### src/rtl/tally_pkg.sv
`default_nettype none
// ============================================================================
// Module      : tally_pkg
// Description : Shared state encoding, mux select codes and class mask indices.
// Revision    : 1.0 - initial release
// ============================================================================
package tally_pkg;

  typedef enum logic [1:0] {
    ST_IDLE  = 2'd0,
    ST_SWEEP = 2'd1,
    ST_DONE  = 2'd2
  } state_t;

  localparam logic [1:0] c_S0 = 2'b00;
  localparam logic [1:0] c_S1 = 2'b01;
  localparam logic [1:0] c_S2 = 2'b10;
  localparam logic [1:0] c_S3 = 2'b11;

  localparam int c_MASK_W    = 4;
  localparam int c_MASK_ZERO = 0;  // count = 0
  localparam int c_MASK_LOW  = 1;  // count in {1,2,4}
  localparam int c_MASK_MID  = 2;  // count in {3,5,6}
  localparam int c_MASK_ALL  = 3;  // count = 7

endpackage
`default_nettype wire

### src/rtl/encoder.sv
`default_nettype none
// ============================================================================
// Module      : encoder
// Description : 7-bit population count.
// Revision    : 1.0 - initial release
// ============================================================================
module encoder (
  input  logic [6:0] x,
  output logic [2:0] y
);

  always_comb begin
    y = 3'd0;
    for (int i = 0; i < 7; i++) begin
      y = y + {2'b00, x[i]};
    end
  end

endmodule
`default_nettype wire

### src/rtl/mux.sv
`default_nettype none
// ============================================================================
// Module      : mux
// Description : 4-way popcount class selector; z flags membership of class s.
// Revision    : 1.0 - initial release
// ============================================================================
module mux (
  input  logic [2:0] y,
  input  logic [1:0] s,
  output logic       z
);

  always_comb begin
    z = 1'b0;
    case (s)
      2'b00:   z = (y == 3'd0);
      2'b01:   z = (y == 3'd1) || (y == 3'd2) || (y == 3'd4);
      2'b10:   z = (y == 3'd3) || (y == 3'd5) || (y == 3'd6);
      default: z = (y == 3'd7);
    endcase
  end

endmodule
`default_nettype wire

### src/rtl/tally_sweep_fsm.sv
`default_nettype none
// ============================================================================
// Module      : tally_sweep_fsm
// Description : IDLE/SWEEP/DONE sequencer, select counter and class mask capture.
// Revision    : 1.0 - initial release
// ============================================================================
module tally_sweep_fsm
  import tally_pkg::*;
(
  input  logic                clk,
  input  logic                rst,
  input  logic                i_in_valid,
  input  logic                i_out_ready,
  input  logic                i_z,
  output logic                o_in_ready,
  output logic                o_out_valid,
  output logic                o_busy,
  output logic                o_load,
  output logic                o_done,
  output logic [1:0]          o_sel,
  output logic [c_MASK_W-1:0] o_mask
);

  state_t              r_state;
  state_t              w_state_nxt;
  logic [1:0]          r_sel;
  logic [c_MASK_W-1:0] r_mask;

  always_ff @(posedge clk) begin
    if (rst) begin
      r_state <= ST_IDLE;
      r_sel   <= c_S0;
      r_mask  <= '0;
    end else begin
      r_state <= w_state_nxt;
      if (o_load) begin
        r_sel  <= c_S0;
        r_mask <= '0;
      end else if (r_state == ST_SWEEP) begin
        // Select wraps back to S0 on the same edge that enters DONE.
        r_mask[r_sel] <= i_z;
        r_sel         <= r_sel + 2'd1;
      end
    end
  end

  always_comb begin
    w_state_nxt = r_state;
    o_in_ready  = 1'b0;
    o_out_valid = 1'b0;
    o_busy      = 1'b0;
    o_load      = 1'b0;
    o_done      = 1'b0;
    case (r_state)
      ST_IDLE: begin
        o_in_ready = 1'b1;
        if (i_in_valid) begin
          o_load      = 1'b1;
          w_state_nxt = ST_SWEEP;
        end
      end
      ST_SWEEP: begin
        o_busy = 1'b1;
        if (r_sel == c_S3) begin
          w_state_nxt = ST_DONE;
        end
      end
      ST_DONE: begin
        o_busy      = 1'b1;
        o_out_valid = 1'b1;
        if (i_out_ready) begin
          o_done      = 1'b1;
          w_state_nxt = ST_IDLE;
        end
      end
      default: w_state_nxt = ST_IDLE;
    endcase
  end

  assign o_sel  = r_sel;
  assign o_mask = r_mask;

endmodule
`default_nettype wire

### src/rtl/tally_sweep_ctrl.sv
`default_nettype none
// ============================================================================
// Module      : tally_sweep_ctrl
// Description : Accepts a vote word, sweeps the class mux, returns count + mask.
// Revision    : 1.0 - initial release
// ============================================================================
module tally_sweep_ctrl
  import tally_pkg::*;
#(
  parameter int CNT_W = 8
) (
  input  logic                clk,
  input  logic                rst,
  input  logic                in_valid,
  output logic                in_ready,
  input  logic [6:0]          in_data,
  output logic                out_valid,
  input  logic                out_ready,
  output logic [2:0]          out_count,
  output logic [c_MASK_W-1:0] out_mask,
  output logic [1:0]          sel,
  output logic                busy,
  output logic [CNT_W-1:0]    done_cnt
);

  logic [6:0]       r_x_q;
  logic [CNT_W-1:0] r_done_cnt;
  logic [2:0]       w_y;
  logic             w_z;
  logic             w_load;
  logic             w_done;

  always_ff @(posedge clk) begin
    if (rst) begin
      r_x_q      <= 7'd0;
      r_done_cnt <= '0;
    end else begin
      if (w_load) begin
        r_x_q <= in_data;
      end
      if (w_done) begin
        r_done_cnt <= r_done_cnt + CNT_W'(1);
      end
    end
  end

  encoder u_encoder (
    .x (r_x_q),
    .y (w_y)
  );

  mux u_mux (
    .y (w_y),
    .s (sel),
    .z (w_z)
  );

  tally_sweep_fsm u_fsm (
    .clk         (clk),
    .rst         (rst),
    .i_in_valid  (in_valid),
    .i_out_ready (out_ready),
    .i_z         (w_z),
    .o_in_ready  (in_ready),
    .o_out_valid (out_valid),
    .o_busy      (busy),
    .o_load      (w_load),
    .o_done      (w_done),
    .o_sel       (sel),
    .o_mask      (out_mask)
  );

  assign out_count = w_y;
  assign done_cnt  = r_done_cnt;

endmodule
`default_nettype wire

### config.mk
export PLATFORM = sky130hd
export DESIGN_NAME = tally_sweep_ctrl
export DESIGN_NICKNAME = d
export VERILOG_FILES = /design/src/rtl/tally_pkg.sv /design/src/rtl/encoder.sv /design/src/rtl/mux.sv /design/src/rtl/tally_sweep_fsm.sv /design/src/rtl/tally_sweep_ctrl.sv
export SDC_FILE = /design/constraint.sdc
export NUM_CORES = 1
export LEC_CHECK = 0
export CORE_MARGIN = 2
export CORE_UTILIZATION = 48
export CTS_CLUSTER_SIZE = 14
export DETAILED_ROUTE_END_ITERATION = 8
export GPL_ROUTABILITY_DRIVEN = 0
export GPL_TIMING_DRIVEN = 0
export PLACE_DENSITY_LB_ADDON = 0.3
export SYNTH_ARGS = -nofsm -noshare
export SYNTH_HDL_FRONTEND = slang
export SYNTH_HIERARCHICAL = 1
export SYNTH_SLANG_ARGS = --single-unit
### constraint.sdc
create_clock -name clk -period 3.5 [get_ports clk]
set_input_delay 0.7 -clock clk [delete_from_list [all_inputs] [get_ports clk]]
set_output_delay 0.7 -clock clk [all_outputs]
set_load 0.02 [all_outputs]
== Word-level counts from Yosys, hierarchy flattened ==
Index checks and enable logic that the tools add are counted.

* Register bits after elaboration: 23
* Input bits: 11
* Output and inout port bits: 20

* Add/sub/neg operators: 8
* Magnitude comparators: 2
* Equal/unequal tests: 15
* Muxes and demuxes: 15
* Reductions and logical operators: 11

{| class="wikitable"
|+ Operators by type and width
! cell !! count
|-
| adder 3 x 1 -> 3 bit || 5
|-
| equality test 3 bit (second input constant) || 4
|-
| adder 8 x 1 -> 8 bit (second input constant) || 1
|-
| 2-to-1 mux 1 bit || 8
|-
| equality test 2 bit (second input constant) || 3
|-
| equality test 3 x 2 -> 1 bit (second input constant) || 2
|-
| 2-to-1 mux 2 bit || 3
|-
| inequality test 2 bit (second input constant) || 3
|-
| case mux 2 bit (3 select lines) || 1
|-
| bitwise mux 4 bit || 1
|-
| equality test 2 x 1 -> 1 bit (second input constant) || 2
|-
| logical NOT 2 bit || 2
|-
| logical OR 1 bit || 4
|-
| OR reduction 2 bit || 2
|-
| equality test 3 x 1 -> 1 bit (second input constant) || 1
|-
| logical NOT 3 bit || 1
|-
| < comparator 2 x 3 -> 1 bit (second input constant) || 1
|-
| case mux 1 bit (3 select lines) || 1
|-
| AND reduction 3 bit || 1
|-
| adder 1 x 1 -> 2 bit || 1
|-
| adder 2 x 1 -> 2 bit (second input constant) || 1
|-
| demux 1 bit (select 2 bit) || 1
|-
| greater-or-equal comparator 2 x 1 -> 1 bit (second input constant) || 1
|-
| logical AND 1 bit || 1
|}

== Logic depth before layout (Yosys ltp) ==
Gate-level depths: netlist of the first run.

* Word-level depth: 11
* Gate-level depth with buffers: 11

== Cells and area by module ==
Netlist of the first run, hierarchy kept.

{| class="wikitable"
|+ Modules (own cells, without submodules)
! module !! times used !! cells each !! area each (µm²) !! seq. area each (µm²)
|-
| tally_sweep_ctrl || 1 || 59 || 580.6 || 300.3
|-
| tally_sweep_fsm || 1 || 55 || 464.2 || 160.2
|-
| encoder || 1 || 12 || 110.1 || 0.0
|-
| mux || 1 || 9 || 56.3 || 0.0
|}

== Worst setup path after synthesis of the first run ==
OpenSTA, ideal clock, no wires.

* Kind: register to output
* From: reg r_x_q[0]
* To: out out_count[1]
* Data arrival time: 2382 ps
* Data required time: 2800 ps
* Slack: 418 ps
* Cell stages (with the launch flop): 7
* Cells stage by stage: dfxtp_1 -> inv_1 -> fa_1 -> fa_1 -> inv_1 -> fa_1 -> fa_1

* Cells in the longest elaborated chain, start to end: 6

{| class="wikitable"
|+ RTL lines
! what !! line !! source
|-
| from (decl) || tally_sweep_ctrl.sv:26 || <nowiki>logic [6:0] r_x_q;</nowiki>
|-
| from (signal assigned) || tally_sweep_ctrl.sv:39 || <nowiki>r_x_q <= in_data;</nowiki>
|-
| adder 1 x 1 -> 2 bit || encoder.sv:15 || <nowiki>y = y + {2'b00, x[i]};</nowiki>
|-
| adder 3 x 1 -> 3 bit (5 in series) || encoder.sv:15 ||
|-
| to (decl) || tally_sweep_ctrl.sv:19 || <nowiki>output logic [2:0] out_count,</nowiki>
|}

No other way between the ends.

== Worst setup path after layout of the first run ==
* From: reg r_x_q[3]
* To: out out_count[1]

* Cells in the longest elaborated chain, start to end: 4

{| class="wikitable"
|+ RTL lines
! what !! line
|-
| adder 3 x 1 -> 3 bit (4 in series) || encoder.sv:15
|}

No other way between the ends.

==> qor.json, run 1 <==
{
  "global_route": {
    "antenna_found_initial": 0,
    "largest_net_degree_at_the_start_of_global_routing": 14,
    "grt_first_pass_wirelength_um": 3640,
    "first_global_vias": 890,
    "global_route.usage.total_pct": 17.2,
    "global_route.overflow_total": 0
  },
  "setup_path": {
    "critical_path.max_stage_delay_ps": 550,
    "rrSetupSlack_ps": 360,
    "rr_endpoint": "u_fsm/o_mask[1]",
    "path_cells": "inv_2, fa_1, fa_1, inv_1, fa_2, fa_2, buf_6",
    "r2r.worst_path.cells": 12,
    "cp-start-kind": "register",
    "rr_startpoint": "r_x_q[3]",
    "timing.critical_path.slowest_stage_cell": "sky130_fd_sc_hd__fa_2",
    "worst_ep_required_time_ps": 2800,
    "crit_arrival_ps": 2730,
    "crit_path_max_fanout": 2,
    "path_type_of_the_worst_setup_path": "register to output port",
    "worst_setup_ep_type": "output port"
  },
  "clocking": {
    "latest_clock_arrival_within_the_worst_skew_pair_ps": 300,
    "cts-htree-levels": 1,
    "cts_buffer_depth": 2,
    "cts.sink_count": 23,
    "clockRootBuffer": "sky130_fd_sc_hd__clkbuf_4",
    "clock_buffer_count_from_cts": 3,
    "cts.reportedPaths.clkPinSlew_ps": 130,
    "clock_tree_from_tritoncts": "yes",
    "cts.hold.buffers_added": 0
  },
  "die": {
    "design.die.area_um2": 2940,
    "core.rowCount": 18,
    "die_h_um": 54.2,
    "top_level_port_count": 31,
    "die_w_um": 54.2,
    "floorplan.initialDensity_pct": 49.8,
    "fp.coreArea_um2": 2430
  },
  "final_layout": {
    "diodes": 0,
    "layout.nets": 196,
    "layout-area-overhead-vs-synth_pct": 32.2,
    "layout-drive-gt1-share_pct": 9.94,
    "layout.core_utilization_pct": 65.8,
    "fillerInstances": 217
  },
  "synthesis": {
    "synthesis.nets": 159,
    "postSynthRegisterBits": 23,
    "synth_edf_count": 0,
    "syn-instance-count": 135,
    "synth.top_cell.area_share_pct": 38.0,
    "postSynth.asyncResetShare_pct": 0,
    "synth_top_cell_by_area": "sky130_fd_sc_hd__dfxtp_1",
    "synth_cell_type_count": 26,
    "synth_area_per_cell_um2": 8.97,
    "postSynth.topFlopCell": "sky130_fd_sc_hd__dfxtp_1",
    "synth.top_cells.by_count": "23 x sky130_fd_sc_hd__dfxtp_1, 15 x sky130_fd_sc_hd__inv_1, 15 x sky130_fd_sc_hd__nor2_1",
    "synth-warning-count": 6,
    "syn-cell-area_um2": 1210,
    "synth_seq_area_share_pct": 38.0,
    "synth.area.top_cells": "sky130_fd_sc_hd__dfxtp_1 38%, sky130_fd_sc_hd__ha_1 9.3%, sky130_fd_sc_hd__mux2i_1 9.1%, sky130_fd_sc_hd__fa_1 6.6%, sky130_fd_sc_hd__inv_1 4.6%",
    "synth.most_common_cell": "sky130_fd_sc_hd__dfxtp_1"
  },
  "flow_run": {
    "cap_violations": 0
  },
  "drt": {
    "drc_errors": 0,
    "routed_wire_length_per_instance_um": 11.1,
    "final_antenna_net_count": 0,
    "vias": 986,
    "route.final.wire_length_um": 2240,
    "first_iter_violations": 21,
    "drt-pass1-iter-count": 4,
    "vias_per_cell": 4.91
  },
  "power_and_ir_drop": {
    "max-vdd-ir-drop_mv": 0.382,
    "fin_total_pwr_w": 0.000922,
    "leakage_nw": 0.639,
    "power.density_nw_per_um2": 576
  },
  "hold_path": {
    "worst_hold_path.num_cells": 2,
    "hold_class": "register to register",
    "worst_hold_startpoint": "u_fsm/o_mask[2]",
    "min_delay_worst_endpoint": "u_fsm/o_mask[2]"
  },
  "timing": {
    "final_hold_viol_count": 0,
    "timing_worst_slew_pin_value_ps": 536,
    "slew_violations": 0,
    "maxSlewHeadroom_pct": 64.3,
    "period_share_pct": 98.0,
    "fmax_ghz": 0.292,
    "setup_violations": 0,
    "grt_setup_unrepaired": "true",
    "final_skew_ps": 2.56,
    "finalWorstPathRequiredPeriod_ps": 3430
  },
  "placed_design": {
    "detailed_place_hpwl_um": 1770,
    "buffer_ports.inserted": 30
  },
  "run_status": {
    "result_of_the_run": "complete, no violations"
  }
}
per-stage QoR:
step / TNS, ps / setup slack, ps / hold WS (ps) / cell area [µm²] / cells
after global routing: -30.8 / -30.8 / 487 / 1600 / 201
after floorplan: 0 / 418 / 460 / 1210 / 135
after detailed placement: -154 / -154 / 454 / 1550 / 195
after CTS: 0 / 35.4 / 472 / 1600 / 201
after global placement: -145 / -145 / 440 / 1550 / 195
final: 0 / 71.2 / 471 / 1600 / 201
critical path: cells and delay by family (launching register included):
family	cells	cell delay [ps]
flops	1	360
buf+inv	3	210
fa+ha+maj	4	1860
registers in the layout (all words and copies together), names as in the netlist:
signal and count:
u_fsm/o_mask 4, r_x_q 7, u_fsm/o_sel 2, done_cnt 8, u_fsm/r_state 2
where the power goes:
part / switching, W / internal, W
registers: 0.0000310 / 0.000294
clock network: 0.0000782 / 0.0000426
logic: 0.000249 / 0.000227
total: 0.000358 / 0.000564
per-layer routing:
layer,routed length (µm),part of all wire (%),GRT usage [%]
met3,77,3.4,3.55
met4,20,0.89,6.25
met5,0,0,0
met1,981,44,20.3
met2,1160,52,30.7
worst max-delay path by stage:
stage / startpoint / end / slack, ps / depth (start not counted)
after floorplan: r_x_q[0] / out_count[1] / 420 / 6
after global placement: r_x_q[0] / out_count[1] / -150 / 7
after detailed placement: r_x_q[0] / out_count[1] / -150 / 7
after CTS: r_x_q[0] / out_count[1] / 40 / 7
after global routing: r_x_q[3] / out_count[1] / -30 / 7
final: r_x_q[3] / out_count[1] / 70 / 7
cells by family (layout without fill, tap and decap cells):
kind of cell / after synthesis / count (layout) / synth area share, %
compound gates: 14 / 14 / 6.20
xor+xnor: 7 / 7 / 5.06
fa+ha+maj: 13 / 13 / 15.9
buf+inv: 20 / 56 / 6.61
flops: 23 / 23 / 38.0
mux: 11 / 11 / 9.09
simple gates: 47 / 47 / 19.1
cell usage in the layout, fill, tap and decap left out, types with 2 or more instances in the layout:
| cell | Yosys | layout |
|---|---|---|
| sky130_fd_sc_hd__clkdlybuf4s50_1 | 0 | 27 |
| sky130_fd_sc_hd__nor2_1 | 15 | 15 |
| sky130_fd_sc_hd__and2_1 | 2 | 2 |
| sky130_fd_sc_hd__ha_1 | 9 | 9 |
| sky130_fd_sc_hd__a21oi_1 | 8 | 8 |
| sky130_fd_sc_hd__o21ai_0 | 4 | 4 |
| sky130_fd_sc_hd__dfxtp_1 | 23 | 20 |
| sky130_fd_sc_hd__buf_4 | 1 | 3 |
| sky130_fd_sc_hd__fa_2 | 0 | 2 |
| sky130_fd_sc_hd__inv_1 | 15 | 14 |
| sky130_fd_sc_hd__or3_1 | 3 | 3 |
| sky130_fd_sc_hd__clkbuf_1 | 3 | 3 |
| sky130_fd_sc_hd__nand2_1 | 10 | 10 |
| sky130_fd_sc_hd__nand4_1 | 2 | 2 |
| sky130_fd_sc_hd__dfxtp_2 | 0 | 3 |
| sky130_fd_sc_hd__fa_1 | 4 | 2 |
| sky130_fd_sc_hd__xnor2_1 | 4 | 4 |
| sky130_fd_sc_hd__xor2_1 | 3 | 3 |
| sky130_fd_sc_hd__nand3_1 | 6 | 6 |
| sky130_fd_sc_hd__clkbuf_4 | 0 | 3 |
| sky130_fd_sc_hd__mux2i_1 | 11 | 11 |
| sky130_fd_sc_hd__nand2b_1 | 4 | 4 |
final cells by class:
type	instances	area (µm²)	area share (%)
buffer	5	23.8	1.48
clock buffer	3	22.5	1.41
clock inverter	1	5.00	0.312
inverter	15	56.3	3.52
multi-input combinational	92	676	42.2
sequential	23	464	29.0
tap	30	37.5	2.34
timing repair buffer	32	317	19.8
timing repair:
action | 4_1_cts | 5_1_grt
setup endpoints to repair | 3 | 2
gates resized for setup | 13 | 3
buffers inserted | 2 | 0
pin swaps | 1 | 2
No activity file was read; power rests on OpenSTA's default activity.
==> run 2: changes to the inputs <==
--- a/config.mk
+++ b/config.mk
@@ -5,8 +5,9 @@
 export SDC_FILE = /design/constraint.sdc
 export NUM_CORES = 1
 export LEC_CHECK = 0
+export ABC_AREA = 1
 export CORE_MARGIN = 2
-export CORE_UTILIZATION = 48
+export CORE_UTILIZATION = 44
 export CTS_CLUSTER_SIZE = 14
 export DETAILED_ROUTE_END_ITERATION = 8
 export GPL_ROUTABILITY_DRIVEN = 0
==> constraint.sdc (replaced) <==
create_clock -name clk -period 2.85 [get_ports clk]
set_input_delay 0.57 -clock clk [delete_from_list [all_inputs] [get_ports clk]]
set_output_delay 0.57 -clock clk [all_outputs]
set_load 0.02 [all_outputs]
==> run 2 against run 1 <==
The flow now finishes with violations (negative setup slack). Critical path depth did not move. Hold slack improved by 3.6 ps. Cell area rose by 5.4%. Synthesized cell count rose by 27%. Sequential cell count did not move. Largest cell class unchanged.
==> qor.json, run 2 <==
{
  "run_status": {
    "result_of_the_run": "finished with violations",
    "violated_checks": "negative setup slack"
  },
  "clocking": {
    "clock_tree_from_tritoncts": "yes",
    "clock_buffer_count_from_cts": 3,
    "latest_clock_arrival_within_the_worst_skew_pair_ps": 300,
    "cts-htree-levels": 1,
    "cts_buffer_depth": 2,
    "cts.hold.buffers_added": 0,
    "clockRootBuffer": "sky130_fd_sc_hd__clkbuf_4",
    "cts.reportedPaths.clkPinSlew_ps": 130,
    "cts.sink_count": 23
  },
  "setup_path": {
    "worst_ep_required_time_ps": 2280,
    "crit_path_max_fanout": 2,
    "crit_arrival_ps": 2740,
    "worst_setup_ep_type": "output port",
    "path_type_of_the_worst_setup_path": "register to output port",
    "cp-start-kind": "register"
  },
  "die": {
    "die_w_um": 57.6,
    "fp.coreArea_um2": 2730,
    "top_level_port_count": 31,
    "core.rowCount": 19,
    "die_h_um": 57.6,
    "design.die.area_um2": 3320,
    "floorplan.initialDensity_pct": 46.3
  },
  "power_and_ir_drop": {
    "power.share.combinational_pct": 64.3,
    "max-vdd-ir-drop_mv": 0.851,
    "fin_total_pwr_w": 0.00163,
    "netSwitchingPower_w": 0.000731,
    "leakage_nw": 0.739,
    "power.share.switching_pct": 44.8,
    "clkPwrFrac_pct": 9.3,
    "internal_power_w": 0.000901,
    "seq_power_share_pct": 26.4,
    "power.density_nw_per_um2": 967
  },
  "timing": {
    "finalWorstPathRequiredPeriod_ps": 3310,
    "worst_setup_margin_ps": -456,
    "maxSlewHeadroom_pct": 80.2,
    "slew_violations": 0,
    "setup_violations": 7,
    "timing_worst_slew_pin_value_ps": 297,
    "timing.setup.tns_ps": -1420,
    "final_skew_ps": 0.986,
    "finalHoldWorstSlack_ps": 474,
    "period_share_pct": 116,
    "grt_setup_unrepaired": "true",
    "fmax_ghz": 0.302,
    "final_hold_viol_count": 0
  },
  "drt": {
    "first_iter_violations": 30,
    "drt-pass1-iter-count": 5,
    "vias": 1137,
    "vias_per_cell": 4.76,
    "final_antenna_net_count": 0,
    "route.final.wire_length_um": 2480,
    "routed_wire_length_per_instance_um": 10.4,
    "drc_errors": 0
  },
  "synthesis": {
    "synth-warning-count": 6,
    "postSynth.topFlopCell": "sky130_fd_sc_hd__dfxtp_1",
    "postSynthRegisterBits": 23,
    "synth_seq_area_share_pct": 36.4,
    "synth.top_cells.by_count": "37 x sky130_fd_sc_hd__nand2_1, 31 x sky130_fd_sc_hd__inv_1, 23 x sky130_fd_sc_hd__dfxtp_1, 23 x sky130_fd_sc_hd__nor2_1",
    "synth.top_cell.area_share_pct": 36.4,
    "synth.area.top_cells": "sky130_fd_sc_hd__dfxtp_1 36%, sky130_fd_sc_hd__nand2_1 11%, sky130_fd_sc_hd__inv_1 9.2%, sky130_fd_sc_hd__ha_1 8.9%, sky130_fd_sc_hd__nor2_1 6.8%",
    "synthesis.nets": 195,
    "syn-instance-count": 171,
    "postSynth.asyncResetShare_pct": 0,
    "synth_area_per_cell_um2": 7.40,
    "syn-cell-area_um2": 1260,
    "synth_edf_count": 0,
    "synth_cell_type_count": 20,
    "synth.most_common_cell": "sky130_fd_sc_hd__nand2_1",
    "synth_top_cell_by_area": "sky130_fd_sc_hd__dfxtp_1"
  },
  "final_layout": {
    "layout-drive-gt1-share_pct": 14.9,
    "layout.nets": 233,
    "layout-area-overhead-vs-synth_pct": 33.4,
    "fillerInstances": 254,
    "register_area_um2": 463,
    "diodes": 0,
    "layout_commonest_cell": "sky130_fd_sc_hd__nand2_1",
    "multi_input_comb_area_um2": 697,
    "layout.core_utilization_pct": 61.7,
    "final_cell_mix": "35 x sky130_fd_sc_hd__nand2_1, 30 x sky130_fd_sc_hd__inv_1, 27 x sky130_fd_sc_hd__clkdlybuf4s50_1, 23 x sky130_fd_sc_hd__nor2_1, 21 x sky130_fd_sc_hd__dfxtp_1",
    "largest_reg_flops": 8
  },
  "global_route": {
    "largest_net_degree_at_the_start_of_global_routing": 14,
    "global_route.usage.total_pct": 15.4,
    "first_global_vias": 1023,
    "global_route.overflow_total": 0,
    "antenna_found_initial": 0,
    "grt_first_pass_wirelength_um": 4110
  },
  "placed_design": {
    "buffer_ports.inserted": 30,
    "place_worst_setup_slack_ps": -637,
    "detailed_place_hpwl_um": 1880
  },
  "flow_run": {
    "cap_violations": 0
  },
  "hold_path": {
    "hold_class": "register to register"
  }
}
## run 2: changes by cell type after synthesis, moves of 3 or more
| cell | change |
|---|---|
| sky130_fd_sc_hd__or3_1 | -3 |
| sky130_fd_sc_hd__o21ai_0 | +6 |
| sky130_fd_sc_hd__xnor2_1 | -3 |
| sky130_fd_sc_hd__nand3_2 | +3 |
| sky130_fd_sc_hd__xor2_1 | -3 |
| sky130_fd_sc_hd__nand2b_1 | -4 |
| sky130_fd_sc_hd__nand2_1 | +27 |
| sky130_fd_sc_hd__inv_1 | +16 |
| sky130_fd_sc_hd__nor2_1 | +8 |
| sky130_fd_sc_hd__mux2i_1 | -10 |
| sky130_fd_sc_hd__clkbuf_1 | -3 |
## run 2: logic make-up (layout without fill, tap and decap cells)
family / count (synthesis) / in the layout / share of synthesized area [%]
compound gates: 21 / 21 / 8.31
xor+xnor: 1 / 1 / 0.693
fa+ha+maj: 13 / 13 / 15.2
buf+inv: 33 / 70 / 10.7
flops: 23 / 23 / 36.4
mux: 1 / 1 / 0.791
simple gates: 79 / 79 / 27.9
## run 2: cell type report
class                      instances  area share [%]
multi-input combinational        115            41.3
timing repair buffer              33            19.3
sequential                        23            27.4
buffer                             2            1.11
clock inverter                     1           0.297
inverter                          31            6.89
clock buffer                       3            1.33
tap                               31            2.30
## run 2: power by group through the flow
stage | registers, W | clock network [W] | logic [W]
3_5_place_dp | 0.000437 | 0 | 0.000914
4_1_cts | 0.000430 | 0.000156 | 0.000976
6_report | 0.000431 | 0.000151 | 0.00105
5_1_grt | 0.000438 | 0.000170 | 0.00117
2_1_floorplan | 0.000445 | 0 | 0.000630
3_3_place_gp | 0.000432 | 0 | 0.000889
## run 2: layer usage
metal	vias up	part of all wire, %	track usage, %
li1	596	-	-
met1	512	47	19.1
met2	25	48	27.3
met3	4	3.7	2.46
met4	0	1.1	4.65
met5	-	0	0
## run 2: worst paths after layout
kind	from	to	slack [ps]	cells past startpoint
setup reg to reg	r_x_q[0]	u_fsm/o_mask[1]	-150	13
hold / removal	u_fsm/o_mask[0]	u_fsm/o_mask[0]	470	2
hold reg to reg	u_fsm/o_mask[0]	u_fsm/o_mask[0]	470	2
setup / recovery	r_x_q[0]	out_count[1]	-460	7
## run 2: through the flow
step                instances  instance area (µm²)
floorplan                 171                 1270
global placement          232                 1610
detailed placement        232                 1610
CTS                       238                 1660
global route              239                 1690
finish                    239                 1690
## run 2: critical path, cell delays in order, from the launching register on
cell and delay, ps:
sky130_fd_sc_hd__dfxtp_2 350, sky130_fd_sc_hd__inv_2 40, sky130_fd_sc_hd__fa_1 480, sky130_fd_sc_hd__fa_1 490, sky130_fd_sc_hd__inv_1 50, sky130_fd_sc_hd__fa_2 340
sky130_fd_sc_hd__fa_2 560, sky130_fd_sc_hd__buf_6 120
## run 2: timing repair
action | in CTS | in global routing
resized for setup | 20 | 8
buffers inserted | 2 | 1
setup endpoints to repair | 7 | 7
pin swaps | 1 | 5
